File: src/rtl/calc_controller_gen2_pkg.sv
// Shared types and defaults for the gen2 calculator controller.
// Holds the FSM state encoding and key defaults.
package calc_ctrl_pkg;

  typedef enum logic [2:0] {
    ST_IDLE,
    ST_KEY,
    ST_MODE,
    ST_MEM,
    ST_SAMPLE,
    ST_TX
  } ctrl_state_t;

  localparam int DEF_KEY_LEN = 4;
  localparam logic [3:0] DEF_KEY_PATTERN = 4'b1010;

  // Counter width able to hold n, never below one bit.
  function automatic int cnt_w(input int n);
    return (n < 1) ? 1 : $clog2(n + 1);
  endfunction

endpackage

File: src/rtl/calc_controller_gen2_if.sv
// Command/status bundle between the front end and the controller.
// master drives commands, slave is the controller.
interface calc_controller_gen2_if #(
  parameter int MODE_W = 1
);
  logic              inputKey;
  logic              validCmd;
  logic              RW;
  logic              txDone;
  logic              active;
  logic [MODE_W-1:0] mode;
  logic              AccessMem;
  logic              RWMem;
  logic              SampleData;
  logic              TxData;
  logic              Busy;
  logic              keyErr;
  logic              txTimeout;

  modport master (
    output inputKey, validCmd, RW, txDone,
    input  active, mode, AccessMem, RWMem,
    input  SampleData, TxData, Busy,
    input  keyErr, txTimeout
  );

  modport slave (
    input  inputKey, validCmd, RW, txDone,
    output active, mode, AccessMem, RWMem,
    output SampleData, TxData, Busy,
    output keyErr, txTimeout
  );
endinterface

File: src/rtl/calc_controller_gen2_key_matcher.sv
// Serial key shifter and comparator, MSB first.
// done/match are valid on the edge that takes the last bit.
module calc_key_matcher
  import calc_ctrl_pkg::*;
#(
  parameter int                 KEY_LEN     = DEF_KEY_LEN,
  parameter logic [KEY_LEN-1:0] KEY_PATTERN = '0
) (
  input  logic clk,
  input  logic reset,
  input  logic shift_en,
  input  logic bit_in,
  output logic done,
  output logic match
);
  localparam int KCW = cnt_w(KEY_LEN);
  localparam logic [KCW-1:0] K_LAST = KCW'(KEY_LEN - 1);

  logic [KEY_LEN-1:0] sr_q, sr_d, key_next;
  logic [KCW-1:0]     cnt_q, cnt_d;

  assign key_next = KEY_LEN'({sr_q, bit_in});
  assign done     = shift_en && (cnt_q == K_LAST);
  assign match    = (key_next == KEY_PATTERN);

  // Any gap in shifting discards the partial key.
  always_comb begin
    sr_d  = sr_q;
    cnt_d = cnt_q;
    if (!shift_en || done) begin
      sr_d  = '0;
      cnt_d = '0;
    end else begin
      sr_d  = key_next;
      cnt_d = cnt_q + KCW'(1);
    end
  end

  always_ff @(posedge clk) begin
    if (reset) begin
      sr_q  <= '0;
      cnt_q <= '0;
    end else begin
      sr_q  <= sr_d;
      cnt_q <= cnt_d;
    end
  end

endmodule

File: src/rtl/calc_controller_gen2.sv
// Gen2 calculator control FSM: key check, mode latch,
// memory or sample step, then TX handshake with timeout.
module calc_controller_gen2
  import calc_ctrl_pkg::*;
#(
  parameter int                 KEY_LEN     = DEF_KEY_LEN,
  parameter logic [KEY_LEN-1:0] KEY_PATTERN = DEF_KEY_PATTERN,
  parameter int                 MODE_W      = 1,
  parameter int                 TX_TIMEOUT  = 16
) (
  input logic                  clk,
  input logic                  reset,
  calc_controller_gen2_if.slave bus
);
  localparam int MCW = cnt_w(MODE_W);
  localparam int TCW = cnt_w(TX_TIMEOUT);
  localparam logic [MCW-1:0] M_LAST = MCW'(MODE_W - 1);
  localparam logic [TCW-1:0] T_LAST = TCW'(TX_TIMEOUT - 1);
  localparam logic [TCW-1:0] T_MAX  = '1;

  ctrl_state_t state_q, state_d;

  logic              key_shift, key_done, key_match;
  logic [MODE_W-1:0] msr_q, msr_d, mode_q, mode_d, mode_cap;
  logic [MCW-1:0]    mcnt_q, mcnt_d;
  logic [TCW-1:0]    tcnt_q, tcnt_d;
  logic              rwmem_q, rwmem_d;
  logic              kerr_q, kerr_d;
  logic              tto_q, tto_d;
  logic              active_q, active_d;
  logic              amem_q, amem_d;
  logic              samp_q, samp_d;
  logic              txd_q, txd_d;
  logic              busy_q, busy_d;

  assign key_shift = bus.validCmd &&
    (state_q == ST_IDLE || state_q == ST_KEY);
  assign mode_cap  = MODE_W'({msr_q, bus.inputKey});

  calc_key_matcher #(
    .KEY_LEN    (KEY_LEN),
    .KEY_PATTERN(KEY_PATTERN)
  ) u_key (
    .clk     (clk),
    .reset   (reset),
    .shift_en(key_shift),
    .bit_in  (bus.inputKey),
    .done    (key_done),
    .match   (key_match)
  );

  always_comb begin
    state_d = state_q;
    msr_d   = msr_q;
    mcnt_d  = mcnt_q;
    tcnt_d  = tcnt_q;
    mode_d  = mode_q;
    rwmem_d = rwmem_q;
    kerr_d  = 1'b0;
    tto_d   = 1'b0;
    unique case (state_q)
      ST_IDLE, ST_KEY: begin
        if (!bus.validCmd) begin
          state_d = ST_IDLE;
        end else if (key_done) begin
          state_d = key_match ? ST_MODE : ST_IDLE;
          kerr_d  = !key_match;
          msr_d   = '0;
          mcnt_d  = '0;
        end else begin
          state_d = ST_KEY;
        end
      end
      ST_MODE: begin
        if (!bus.validCmd) begin
          state_d = ST_IDLE;
        end else if (mcnt_q == M_LAST) begin
          mode_d  = mode_cap;
          rwmem_d = bus.RW;
          state_d = (|mode_cap) ? ST_MEM : ST_SAMPLE;
        end else begin
          msr_d  = mode_cap;
          mcnt_d = mcnt_q + MCW'(1);
        end
      end
      ST_MEM: begin
        state_d = rwmem_q ? ST_IDLE : ST_TX;
        tcnt_d  = '0;
      end
      ST_SAMPLE: begin
        state_d = ST_TX;
        tcnt_d  = '0;
      end
      ST_TX: begin
        // txDone takes priority over an expiring timeout.
        if (bus.txDone) begin
          state_d = ST_IDLE;
        end else if (TX_TIMEOUT > 0 && tcnt_q == T_LAST) begin
          state_d = ST_IDLE;
          tto_d   = 1'b1;
        end else if (tcnt_q != T_MAX) begin
          tcnt_d = tcnt_q + TCW'(1);
        end
      end
      default: state_d = ST_IDLE;
    endcase
  end

  always_comb begin
    active_d = (state_d == ST_MEM) ||
               (state_d == ST_SAMPLE) ||
               (state_d == ST_TX);
    amem_d   = (state_d == ST_MEM);
    samp_d   = (state_d == ST_SAMPLE);
    txd_d    = (state_d == ST_TX);
    busy_d   = (state_d != ST_IDLE);
  end

  always_ff @(posedge clk) begin
    if (reset) begin
      state_q  <= ST_IDLE;
      msr_q    <= '0;
      mcnt_q   <= '0;
      tcnt_q   <= '0;
      mode_q   <= '0;
      rwmem_q  <= 1'b0;
      kerr_q   <= 1'b0;
      tto_q    <= 1'b0;
      active_q <= 1'b0;
      amem_q   <= 1'b0;
      samp_q   <= 1'b0;
      txd_q    <= 1'b0;
      busy_q   <= 1'b0;
    end else begin
      state_q  <= state_d;
      msr_q    <= msr_d;
      mcnt_q   <= mcnt_d;
      tcnt_q   <= tcnt_d;
      mode_q   <= mode_d;
      rwmem_q  <= rwmem_d;
      kerr_q   <= kerr_d;
      tto_q    <= tto_d;
      active_q <= active_d;
      amem_q   <= amem_d;
      samp_q   <= samp_d;
      txd_q    <= txd_d;
      busy_q   <= busy_d;
    end
  end

  assign bus.active     = active_q;
  assign bus.mode       = mode_q;
  assign bus.AccessMem  = amem_q;
  assign bus.RWMem      = rwmem_q;
  assign bus.SampleData = samp_q;
  assign bus.TxData     = txd_q;
  assign bus.Busy       = busy_q;
  assign bus.keyErr     = kerr_q;
  assign bus.txTimeout  = tto_q;

endmodule

File: src/flat_wrapper.sv
// flat-port wrapper written by rule: the top's interface ports become plain ports
module calc_controller_gen2_flat import calc_ctrl_pkg::*;
#(
  parameter int                 KEY_LEN     = DEF_KEY_LEN,
  parameter logic [KEY_LEN-1:0] KEY_PATTERN = DEF_KEY_PATTERN,
  parameter int                 MODE_W      = 1,
  parameter int                 TX_TIMEOUT  = 16
)
  (clk, reset, bus_inputKey, bus_validCmd, bus_RW, bus_txDone, bus_active, bus_mode, bus_AccessMem, bus_RWMem, bus_SampleData, bus_TxData, bus_Busy, bus_keyErr, bus_txTimeout);
  calc_controller_gen2_if #(.MODE_W(MODE_W)) bus_i ();
  input logic clk;
  input logic reset;
  input wire logic [$bits(bus_i.inputKey)-1:0] bus_inputKey;
  input wire logic [$bits(bus_i.validCmd)-1:0] bus_validCmd;
  input wire logic [$bits(bus_i.RW)-1:0] bus_RW;
  input wire logic [$bits(bus_i.txDone)-1:0] bus_txDone;
  output wire logic [$bits(bus_i.active)-1:0] bus_active;
  output wire logic [$bits(bus_i.mode)-1:0] bus_mode;
  output wire logic [$bits(bus_i.AccessMem)-1:0] bus_AccessMem;
  output wire logic [$bits(bus_i.RWMem)-1:0] bus_RWMem;
  output wire logic [$bits(bus_i.SampleData)-1:0] bus_SampleData;
  output wire logic [$bits(bus_i.TxData)-1:0] bus_TxData;
  output wire logic [$bits(bus_i.Busy)-1:0] bus_Busy;
  output wire logic [$bits(bus_i.keyErr)-1:0] bus_keyErr;
  output wire logic [$bits(bus_i.txTimeout)-1:0] bus_txTimeout;
  assign bus_i.inputKey = bus_inputKey;
  assign bus_i.validCmd = bus_validCmd;
  assign bus_i.RW = bus_RW;
  assign bus_i.txDone = bus_txDone;
  assign bus_active = bus_i.active;
  assign bus_mode = bus_i.mode;
  assign bus_AccessMem = bus_i.AccessMem;
  assign bus_RWMem = bus_i.RWMem;
  assign bus_SampleData = bus_i.SampleData;
  assign bus_TxData = bus_i.TxData;
  assign bus_Busy = bus_i.Busy;
  assign bus_keyErr = bus_i.keyErr;
  assign bus_txTimeout = bus_i.txTimeout;
  calc_controller_gen2 #(.KEY_LEN(KEY_LEN), .KEY_PATTERN(KEY_PATTERN), .MODE_W(MODE_W), .TX_TIMEOUT(TX_TIMEOUT)) u_core (.clk(clk), .reset(reset), .bus(bus_i));
endmodule
File: config.mk
export PLATFORM = sky130hd
export DESIGN_NAME = calc_controller_gen2_flat
export DESIGN_NICKNAME = d
export VERILOG_FILES = /design/src/rtl/calc_controller_gen2_pkg.sv /design/src/rtl/calc_controller_gen2_if.sv /design/src/rtl/calc_controller_gen2_key_matcher.sv /design/src/rtl/calc_controller_gen2.sv /design/src/flat_wrapper.sv
export SDC_FILE = /design/constraint.sdc
export NUM_CORES = 1
export LEC_CHECK = 0
export CAP_MARGIN = 20
export CORE_MARGIN = 1
export CORE_UTILIZATION = 30
export DETAILED_ROUTE_END_ITERATION = 6
export GPL_TIMING_DRIVEN = 0
export PLACE_DENSITY_LB_ADDON = 0.15
export SYNTH_ARGS = -nofsm -noshare
export SYNTH_HDL_FRONTEND = slang
export SYNTH_SLANG_ARGS = --single-unit
File: constraint.sdc
create_clock -name clk -period 2.1 [get_ports clk]
set_clock_uncertainty 0.2 [all_clocks]
set_input_delay 0.21 -clock clk [delete_from_list [all_inputs] [get_ports clk]]
set_output_delay 0.21 -clock clk [all_outputs]
set_load 0.02 [all_outputs]
Word level (Yosys, flattened, before mapping)
Cells that the tools add are included.
{"block": "totals", "out_inout_bits": 9, "reg_bits": 24, "input_bits": 6}
{"block": "op_classes", "n_mux": 20, "n_eq_ne": 18, "bitwise": 5, "n_reduce_logical": 20, "addsub": 3}
{"op": "$mux W3", "count": 8}
{"op": "$mux W5", "count": 3}
{"op": "$pmux W3 S5", "count": 1}
{"op": "$eq A3 B2 Y1 const B", "count": 4}
{"op": "$eq A3 B3 Y1 const B", "count": 4}
{"op": "$ne A2 B2 Y1 const B", "count": 5}
{"op": "$pmux W5 S2", "count": 1}
{"op": "$reduce_and A4 Y1", "count": 2}
{"op": "$reduce_or A2 Y1", "count": 3}
{"op": "$add A5 B1 Y5 const B", "count": 1}
{"op": "$eq A5 B4 Y1 const B", "count": 1}
{"op": "$mux W1", "count": 5}
{"op": "$ne A5 B5 Y1 const B", "count": 1}
{"op": "$not A1 Y1", "count": 5}
{"op": "$eq A4 B4 Y1 const B", "count": 1}
{"op": "$logic_or A1 B1 Y1", "count": 4}
{"op": "$reduce_bool A2 Y1", "count": 2}
{"op": "$reduce_or A4 Y1", "count": 1}
{"op": "$add A3 B1 Y3 const B", "count": 1}
{"op": "$eq A3 B1 Y1 const B", "count": 1}
{"op": "$logic_not A3 Y1", "count": 1}
{"op": "$reduce_and A3 Y1", "count": 1}
{"op": "$reduce_bool A3 Y1", "count": 1}
{"op": "$reduce_or A3 Y1", "count": 1}
{"op": "6 further kinds", "count": 8}

Longest topological paths before layout
Gate-level depths: netlist of run 1.
{"block": "depth", "depth_word": 10, "ltp_mapped": 7, "depth_no_buf": 7}

Hierarchy
From an unflattened synthesis of run 1, not the netlist that was laid out.
{"block": "unflattened", "cells_unflattened": 93, "area_unflattened_um2": 930.9}
{"module": "calc_controller_gen2", "cells_each": 76, "area_per_inst_um2": 696.9, "instances": 1}
{"module": "calc_key_matcher", "cells_each": 17, "area_per_inst_um2": 234.0, "instances": 1}

Worst setup path before layout of run 1
No wires, ideal clock.
{"block": "synth_path", "path_kind": "flip-flop to flip-flop", "from": "register u_core.tcnt_q[0]", "to": "register u_core.tcnt_q[3]", "setup_time_ns": 0.070, "path_buffers": 0, "path_stages_with_launch": 8, "t_required_ns": 1.830, "path_slack_ns": 0.031, "t_arrival_ns": 1.799, "path_cell_list": "dfxtp_1 ha_1 and3_1 ha_1 o31ai_2 a21oi_2 or3_1 a21boi_1"}
{"block": "synth_between", "elab_chain_cells": 5}
{"item": "from (decl)", "line_no": "calc_controller_gen2.sv:26", "rtl": "logic [TCW-1:0] tcnt_q, tcnt_d;"}
{"item": "from (signal assigned)", "line_no": "calc_controller_gen2.sv:138", "rtl": "tcnt_q <= tcnt_d;"}
{"item": "$add A5 B1 Y5", "line_no": "calc_controller_gen2.sv:102", "rtl": "tcnt_d = tcnt_q + TCW'(1);"}
{"item": "$mux W5", "line_no": "calc_controller_gen2.sv:101", "rtl": "end else if (tcnt_q != T_MAX) begin"}
{"item": "$mux W5", "line_no": "calc_controller_gen2.sv:98", "rtl": "end else if (TX_TIMEOUT > 0 && tcnt_q == T_LAST) begin"}
{"item": "$mux W5", "line_no": "calc_controller_gen2.sv:96", "rtl": "if (bus.txDone) begin"}
{"item": "$pmux W5 S2", "line_no": "calc_controller_gen2.sv:61", "rtl": "unique case (state_q)"}
Parallel ways exist; a longest one is shown, timed or not. The select of a mux whose other input is x is not followed.
A chain may end at the register's enable or synchronous reset.

Worst setup path after layout of run 1
Ends and elaborated chain as after synthesis.

==> results of run 1 <==
[per-layer routing]
layer  up-vias  routed length (µm)  track usage (%)
met5         -                   0                0
met4         0                  20             3.06
met3         2                  81             4.84
li1        382                   -                -
met2        12                 845             20.7
met1       355                 885             14.5
[stage by stage]
step | hold WS (ps) | utilization, % | area (µm²)
floorplan | 86.7 | - | 957
global placement | 209 | 38.1 | 1150
detailed placement | 219 | 38.1 | 1150
CTS | 239 | 40.7 | 1230
global route | 245 | 41.5 | 1260
finish | 239 | 41.5 | 1260
[synthesized netlist by cell type, drive strengths merged]
| library cell | n | area (µm²) |
|---|---|---|
| a211oi | 1 | 7.51 |
| a21boi | 2 | 15.0 |
| a21oi | 6 | 33.8 |
| a221o | 1 | 10.0 |
| a22oi | 1 | 21.3 |
| and2 | 4 | 25.0 |
| and3 | 1 | 6.26 |
| and3b | 2 | 21.3 |
| and4bb | 1 | 12.5 |
| buf | 1 | 7.51 |
| clkbuf | 1 | 3.75 |
| dfxtp | 23 | 460 |
| ha | 5 | 62.6 |
| inv | 6 | 22.5 |
| mux2i | 2 | 20.0 |
| nand2 | 5 | 18.8 |
| nand2b | 2 | 12.5 |
| nand3 | 2 | 10.0 |
| nand3b | 2 | 15.0 |
| nor2 | 10 | 37.5 |
| nor2b | 1 | 13.8 |
| nor3b | 1 | 7.51 |
| nor4 | 1 | 6.26 |
| nor4b | 1 | 8.76 |
| nor4bb | 2 | 20.0 |
| o2111ai | 1 | 8.76 |
| o21ai | 3 | 15.0 |
| o21bai | 2 | 15.0 |
| o31ai | 1 | 12.5 |
| or3 | 3 | 18.8 |
| or4 | 1 | 7.51 |
[sequential cells by signal, summed over array words and instances, names as in the netlist, 3 cells and up]
| name | flops |
|---|---|
| u_core.tcnt_q | 5 |
| u_core.state_q | 3 |
| u_core.u_key.cnt_q | 3 |
| u_core.u_key.sr_q | 3 |
[critical path: cells and delay by family (launching register included)]
family / cells / cell delay, ps
compound gates: 3 / 520
flops: 1 / 340
simple gates: 2 / 530
fa+ha+maj: 2 / 350
[path summary, 6_finish.rpt]
check                                        start                               end  depth (start not counted)  slack, ps
hold reg to reg   u_core.u_key.cnt_q[0]$_SDFF_PP0_  u_core.u_key.cnt_q[0]$_SDFF_PP0_                          1        240
hold / removal    u_core.u_key.cnt_q[0]$_SDFF_PP0_  u_core.u_key.cnt_q[0]$_SDFF_PP0_                          1        240
setup reg to reg     u_core.tcnt_q[0]$_SDFFE_PP0P_     u_core.tcnt_q[3]$_SDFFE_PP0P_                          7        110
setup / recovery     u_core.tcnt_q[0]$_SDFFE_PP0P_     u_core.tcnt_q[3]$_SDFFE_PP0P_                          7        110
[power breakdown]
group | switching (W) | total [W] | internal (W)
combinational | 0.0000190 | 0.0000398 | 0.0000207
sequential | 0.00000426 | 0.000446 | 0.000441
clock | 0.000126 | 0.000201 | 0.0000741
[layout make-up]
type                       instances  area (µm²)
clock buffer                       4        26.3
multi-input combinational         64         502
buffer                             2        11.3
tap                               44        55.1
fill                             315        1770
sequential                        23         463
inverter                           6        22.5
timing repair buffer              19         178
[logic make-up (layout without fill, tap and decap cells)]
group,after synthesis,in the layout,share of synthesized area (%)
and+or+nand+nor,39,39,25.2
buffers and inverters,8,31,3.53
DFF,23,23,48.1
adders and majority gates,5,5,6.54
muxes,2,2,2.09
AOI/OAI and AO/OA,18,18,14.5
[timing repair]
| item | CTS | global route |
|---|---|---|
| gates resized for setup | 5 | 4 |
| hold buffers | 0 | 0 |
| buffers inserted | 4 | 1 |
| pin swaps | 2 | 3 |
| setup endpoints to repair | 3 | 5 |
==> flow_summary_export.csv, run 1 <==
group,metric,value,unit
placed_design,io_buffers,14,
worst_setup_path,cp.required,2150,ps
timing,hold_viol_final,0,
timing,setup_violations,0,
grt,antenna_found_initial,0,
worst_setup_path,cp.arrival,2050,ps
placed_design,place_ws,-151,ps
worst_setup_path,endpoint_kind,"flip-flop",
die,die_area,3420,µm²
routing,postRouteAntennaNets,0,
clock_network,clk_pin_slew,120,ps
worst_setup_path,crit_path_top_delay_cell,"dfxtp_2",
worst_setup_path,critPathKind,"flip-flop to flip-flop",
routing,first_iter_violations,6,
routing,via_per_inst,4.64,
grt,gr-total-overflow,0,
routing,routedWlPerCell,11.3,µm
synthesis,synthesis.area,957,µm²
placed_design,dp_hpwl,1.31,mm
timing,rsz0062_at_grt,"false",
die,die_h,58.5,µm
timing,period_share,95.0,%
timing,slew_viol_final,0,
synthesis,syn-num-nets,106,
synthesis,avgSynthCellArea,10.1,µm²
layout,syn_to_final_growth,31.4,%
die,dieWidth,58.5,µm
worst_setup_path,worstPathMaxFanout,4,
die,coreArea,3030,µm²
grt,grt_pass1_wl,3.17,mm
worst_hold_path,hold_path.class,"flip-flop to flip-flop",
synthesis,yosysSeqAreaShare,48.1,%
clock_network,clock_latency,310,ps
layout,instances_no_fill,162,
power_and_ir_drop,finalPower,0.000686,W
grt,grt_pass1_vias,722,
layout,layout_common_cells,"21 x dfxtp_1, 14 x clkdlybuf4s50_1, 10 x nor2_1, 6 x buf_4",
synthesis,synth_warnings,0,
layout,antenna_cells,0,
power_and_ir_drop,power_density,546,nW/µm²
timing,tightest_slew,465,ps
routing,wirelength,1.83,mm
timing,setup_tns,0,ps
timing,relSlewSlack,68.7,%
grt,grt_start_max_net_pins,13,
power_and_ir_drop,leakage,0.471,nW
timing,min_period,1990,ps
clock_network,tritoncts,"yes",
synthesis,synth_cell_types,35,
status,status,"finished clean",
synthesis,synth_cells,95,
placed_design,gp_congestion,0.774,
worst_setup_path,critPathLaunchType,"flip-flop",
timing,max_freq,0.501,GHz
worst_setup_path,cp_cell_sequence,"ha_2 -> and3_4 -> ha_4 -> o31ai_4 -> a21oi_4 -> or3_1 -> a21boi_1",
timing,postLayoutSetupSlackWorst,105,ps
flow_run,max_cap_violations,0,
power_and_ir_drop,vdd_drop_max,391,µV
die,rows,20,
layout,fin_nets,130,
clock_network,cts-htree-levels,1,
clock_network,root_buffer,"clkbuf_4",
clock_network,clockBufferDepth,2,
grt,grt_usage,12.2,%
layout,layout-drive-gt1-share,17.8,%
clock_network,cts_buffers,3,
die,initial_utilization,31.6,%
routing,vias,751,
layout,layout_commonest_cell,"dfxtp_1",
die,ioPinCount,15,
worst_setup_path,max_stage_delay,340,ps
routing,drc,0,
synthesis,ys_seq_elements,23,
clock_network,clkSinkCount,23,
placed_design,place_inst,153,
routing,firstDrtPassIters,4,
No activity file was read; power rests on OpenSTA's default activity.
==> run 2, diff against run 1 <==
SYNTH_HIERARCHICAL = 1   (was default)
==> run 2 against run 1 <==
Compared with the run above:
- the flow now finishes with violations (DRC)
- final cell count is 10% lower
- worst setup slack better by 3.3 ps
- clock power is 6% higher
- routed wire length is 5.7% lower
- first-iteration DRC count is 83% higher
- via count is 0.40% higher
- largest cell class unchanged
==> flow_summary_export.csv, run 2 <==
group,metric,value,unit
layout,layout_common_cells,"21 x dfxtp_1, 14 x clkdlybuf4s50_1, 7 x inv_1, 6 x a21oi_1",
timing,postLayoutSetupSlackWorst,109,ps
power_and_ir_drop,vdd_drop_max,253,µV
synthesis,synth_largest_area_cell,"dfxtp_1",
layout,syn_to_final_growth,29.8,%
worst_hold_path,min_from,"u_core/u_key/cnt_q[0]$_SDFF_PP0_",
synthesis,postSynth.asyncResetShare,0,%
power_and_ir_drop,leakage,0.438,nW
timing,holdWs,248,ps
die,ioPinCount,15,
layout,regMostFlops,"u_core/tcnt_q",
routing,wirelength,1.73,mm
grt,grt_pass1_vias,694,
worst_setup_path,reg2reg_to,"u_core/tcnt_q[3]$_SDFFE_PP0P_",
clock_network,clock_latency,310,ps
routing,firstDrtPassIters,6,
timing,setup_tns,0,ps
worst_hold_path,hold_depth,1,
timing,hold_viol_final,0,
worst_setup_path,crit_path_top_delay_cell,"dfxtp_2",
grt,antenna_found_initial,0,
clock_network,cts_buffers,3,
routing,first_iter_violations,11,
die,die_area,3330,µm²
timing,max_freq,0.502,GHz
clock_network,cts-htree-levels,1,
grt,grt_pass1_wl,2.94,mm
worst_setup_path,r2r-start,"u_core/tcnt_q[0]$_SDFFE_PP0P_",
layout,multi_input_area,484,µm²
die,coreArea,2850,µm²
clock_network,clockBufferDepth,2,
synthesis,synth_cells,93,
timing,rsz0062_at_grt,"false",
power_and_ir_drop,power_density,578,nW/µm²
layout,antenna_cells,0,
worst_setup_path,cp.required,2150,ps
status,status,"complete, but fails checks",
placed_design,place_ws,-328,ps
clock_network,ctsHoldBuffers,0,
routing,postRouteAntennaNets,0,
synthesis,syn-num-nets,104,
die,dieWidth,57.7,µm
layout,fin_area,1210,µm²
worst_setup_path,cp.arrival,2040,ps
timing,setup_violations,0,
routing,vias,754,
synthesis,synth_top_area_share,49.5,%
timing,period_share,94.8,%
layout,n_fill_cell,292,
clock_network,clk_pin_slew,130,ps
worst_setup_path,endpoint_kind,"flip-flop",
routing,via_per_inst,5.20,
placed_design,dpl_cell_area,1110,µm²
synthesis,synth_cell_types,29,
die,rows,19,
grt,gr-total-overflow,0,
die,die_h,57.7,µm
synthesis,synthesis.area,931,µm²
worst_setup_path,cp_cell_sequence,"ha_1 -> and3_4 -> ha_4 -> o31ai_4 -> a21oi_2 -> or3_1 -> a21oi_1",
placed_design,dp_hpwl,1.19,mm
worst_setup_path,worstPathMaxFanout,4,
layout,largest_reg_flops,5,
layout,fin_nets,126,
synthesis,synth_edf_count,0,
synthesis,synth.most_common_cell,"dfxtp_1",
synthesis,synth_common_cells,"23 x dfxtp_1, 7 x inv_1, 6 x a21oi_1",
die,initial_utilization,32.6,%
placed_design,gp_congestion,0.753,
synthesis,ys_seq_elements,23,
layout,layout_commonest_cell,"dfxtp_1",
layout,layout-drive-gt1-share,18.4,%
synthesis,ys_top_cells_by_area,"dfxtp_1 49%, ha_1 6.7%, and4bb_2 5.4%, a21oi_1 3.2%, inv_1 2.8%",
placed_design,place_inst,138,
worst_hold_path,hold_path.class,"flip-flop to flip-flop",
timing,relSlewSlack,64.4,%
worst_setup_path,critPathLaunchType,"flip-flop",
routing,routedWlPerCell,11.9,µm
status,violations,"DRC",
synthesis,yosysSeqAreaShare,49.5,%
worst_hold_path,hold_path_end,"u_core/u_key/cnt_q[0]$_SDFF_PP0_",
timing,min_period,1990,ps
worst_setup_path,reg2regPathDepth,7,
worst_setup_path,reg2reg_setup_slack,110,ps
synthesis,synth_warnings,6,
clock_network,tritoncts,"yes",
synthesis,avgSynthCellArea,10.0,µm²
synthesis,synth_flop_cell,"dfxtp_1",
grt,grt_start_max_net_pins,15,
worst_setup_path,max_stage_delay,340,ps
layout,instances_no_fill,145,
placed_design,io_buffers,14,
worst_setup_path,critPathKind,"flip-flop to flip-flop",
layout,seqCellArea,463,µm²
clock_network,root_buffer,"clkbuf_4",
grt,grt_usage,11.4,%
timing,slew_viol_final,0,
timing,tightest_slew,531,ps
routing,drc,1,
flow_run,max_cap_violations,0,
clock_network,clkSinkCount,23,
## run 2: cell count changes after synthesis, sizes merged, moves of 2 or more
cell / delta
a21boi: -2
a22oi: +2
a31oi: +2
and2: -3
and4bb: +3
nand2b: -2
nand3: +2
nand3b: -2
nor2: -5
nor3: +2
nor3b: +2
nor4b: +2
o21bai: -2
## run 2: cell type report
type | count | area share [%]
clock buffer | 3 | 1.86
tap | 31 | 3.21
multi-input combinational | 62 | 40.1
sequential | 23 | 38.3
buffer | 1 | 0.311
timing repair buffer | 17 | 13.5
clock inverter | 1 | 0.621
inverter | 7 | 2.17
## run 2: worst max-delay path by stage
stage | startpoint | to | slack, ps | depth (start not counted)
after global routing | u_core/tcnt_q[0]$_SDFFE_PP0P_ | u_core/tcnt_q[3]$_SDFFE_PP0P_ | 30 | 7
final | u_core/tcnt_q[0]$_SDFFE_PP0P_ | u_core/tcnt_q[3]$_SDFFE_PP0P_ | 110 | 7
after detailed placement | bus_validCmd | u_core/bus.Busy$_SDFF_PP0_ | -330 | 6
after global placement | bus_validCmd | u_core/bus.Busy$_SDFF_PP0_ | -300 | 6
after floorplan | u_core/tcnt_q[0]$_SDFFE_PP0P_ | u_core/tcnt_q[3]$_SDFFE_PP0P_ | 70 | 7
after CTS | u_core/tcnt_q[0]$_SDFFE_PP0P_ | u_core/tcnt_q[3]$_SDFFE_PP0P_ | 7 | 7
## run 2: metal layers
layer	vias to the layer above	global-route usage, %	part of all wire (%)
met4	0	5.10	2.0
met3	4	3.13	5.5
met5	-	0	0
met2	19	17.8	45
met1	351	14.7	48
li1	380	-	-
## run 2: kinds of logic (layout without fill, tap and decap cells)
| kind of cell | after synthesis | in the layout | share of synthesized area (%) |
|---|---|---|---|
| AND/OR/NAND/NOR | 36 | 36 | 26.1 |
| flip-flops | 23 | 23 | 49.5 |
| AO/OA/AOI/OAI | 20 | 20 | 13.4 |
| buffers and inverters | 8 | 29 | 3.23 |
| adder cells (fa/ha/maj) | 5 | 5 | 6.72 |
| multiplexers | 1 | 1 | 1.08 |
## run 2: repair_timing
item,4_1_cts,5_1_grt
resized for setup,3,8
setup buffers,2,1
pin swaps,2,1
endpoints found under the setup margin,4,9
## run 2: stage by stage
step	utilization, %	total power, W
6_report	42.4	0.000699
5_1_grt	42.4	0.000733
4_1_cts	40.9	0.000705
3_5_place_dp	38.9	0.000492
3_3_place_gp	38.9	0.000492
2_1_floorplan	-	0.000472
## run 2: power breakdown
| group | switching, W | total, W | internal [W] |
|---|---|---|---|
| Sequential | 0.00000355 | 0.000445 | 0.000442 |
| Clock | 0.000141 | 0.000213 | 0.0000725 |
| Combinational | 0.0000198 | 0.0000404 | 0.0000206 |
| Total | 0.000164 | 0.000699 | 0.000535 |
## run 2: worst max-delay path: cells and delay by family, from the launching register on
family	cells	cell delay (ps)
AOI/OAI and AO/OA	3	460
adders and majority gates	2	380
DFF	1	340
and+or+nand+nor	2	540
==> run 3, diff against run 2 <==
CORE_MARGIN = default   (was 1)
HOLD_SLACK_MARGIN = 0.05   (was default)
==> results of run 3 <==
The final DEF is identical to that of run 2; final timing and power are the same.
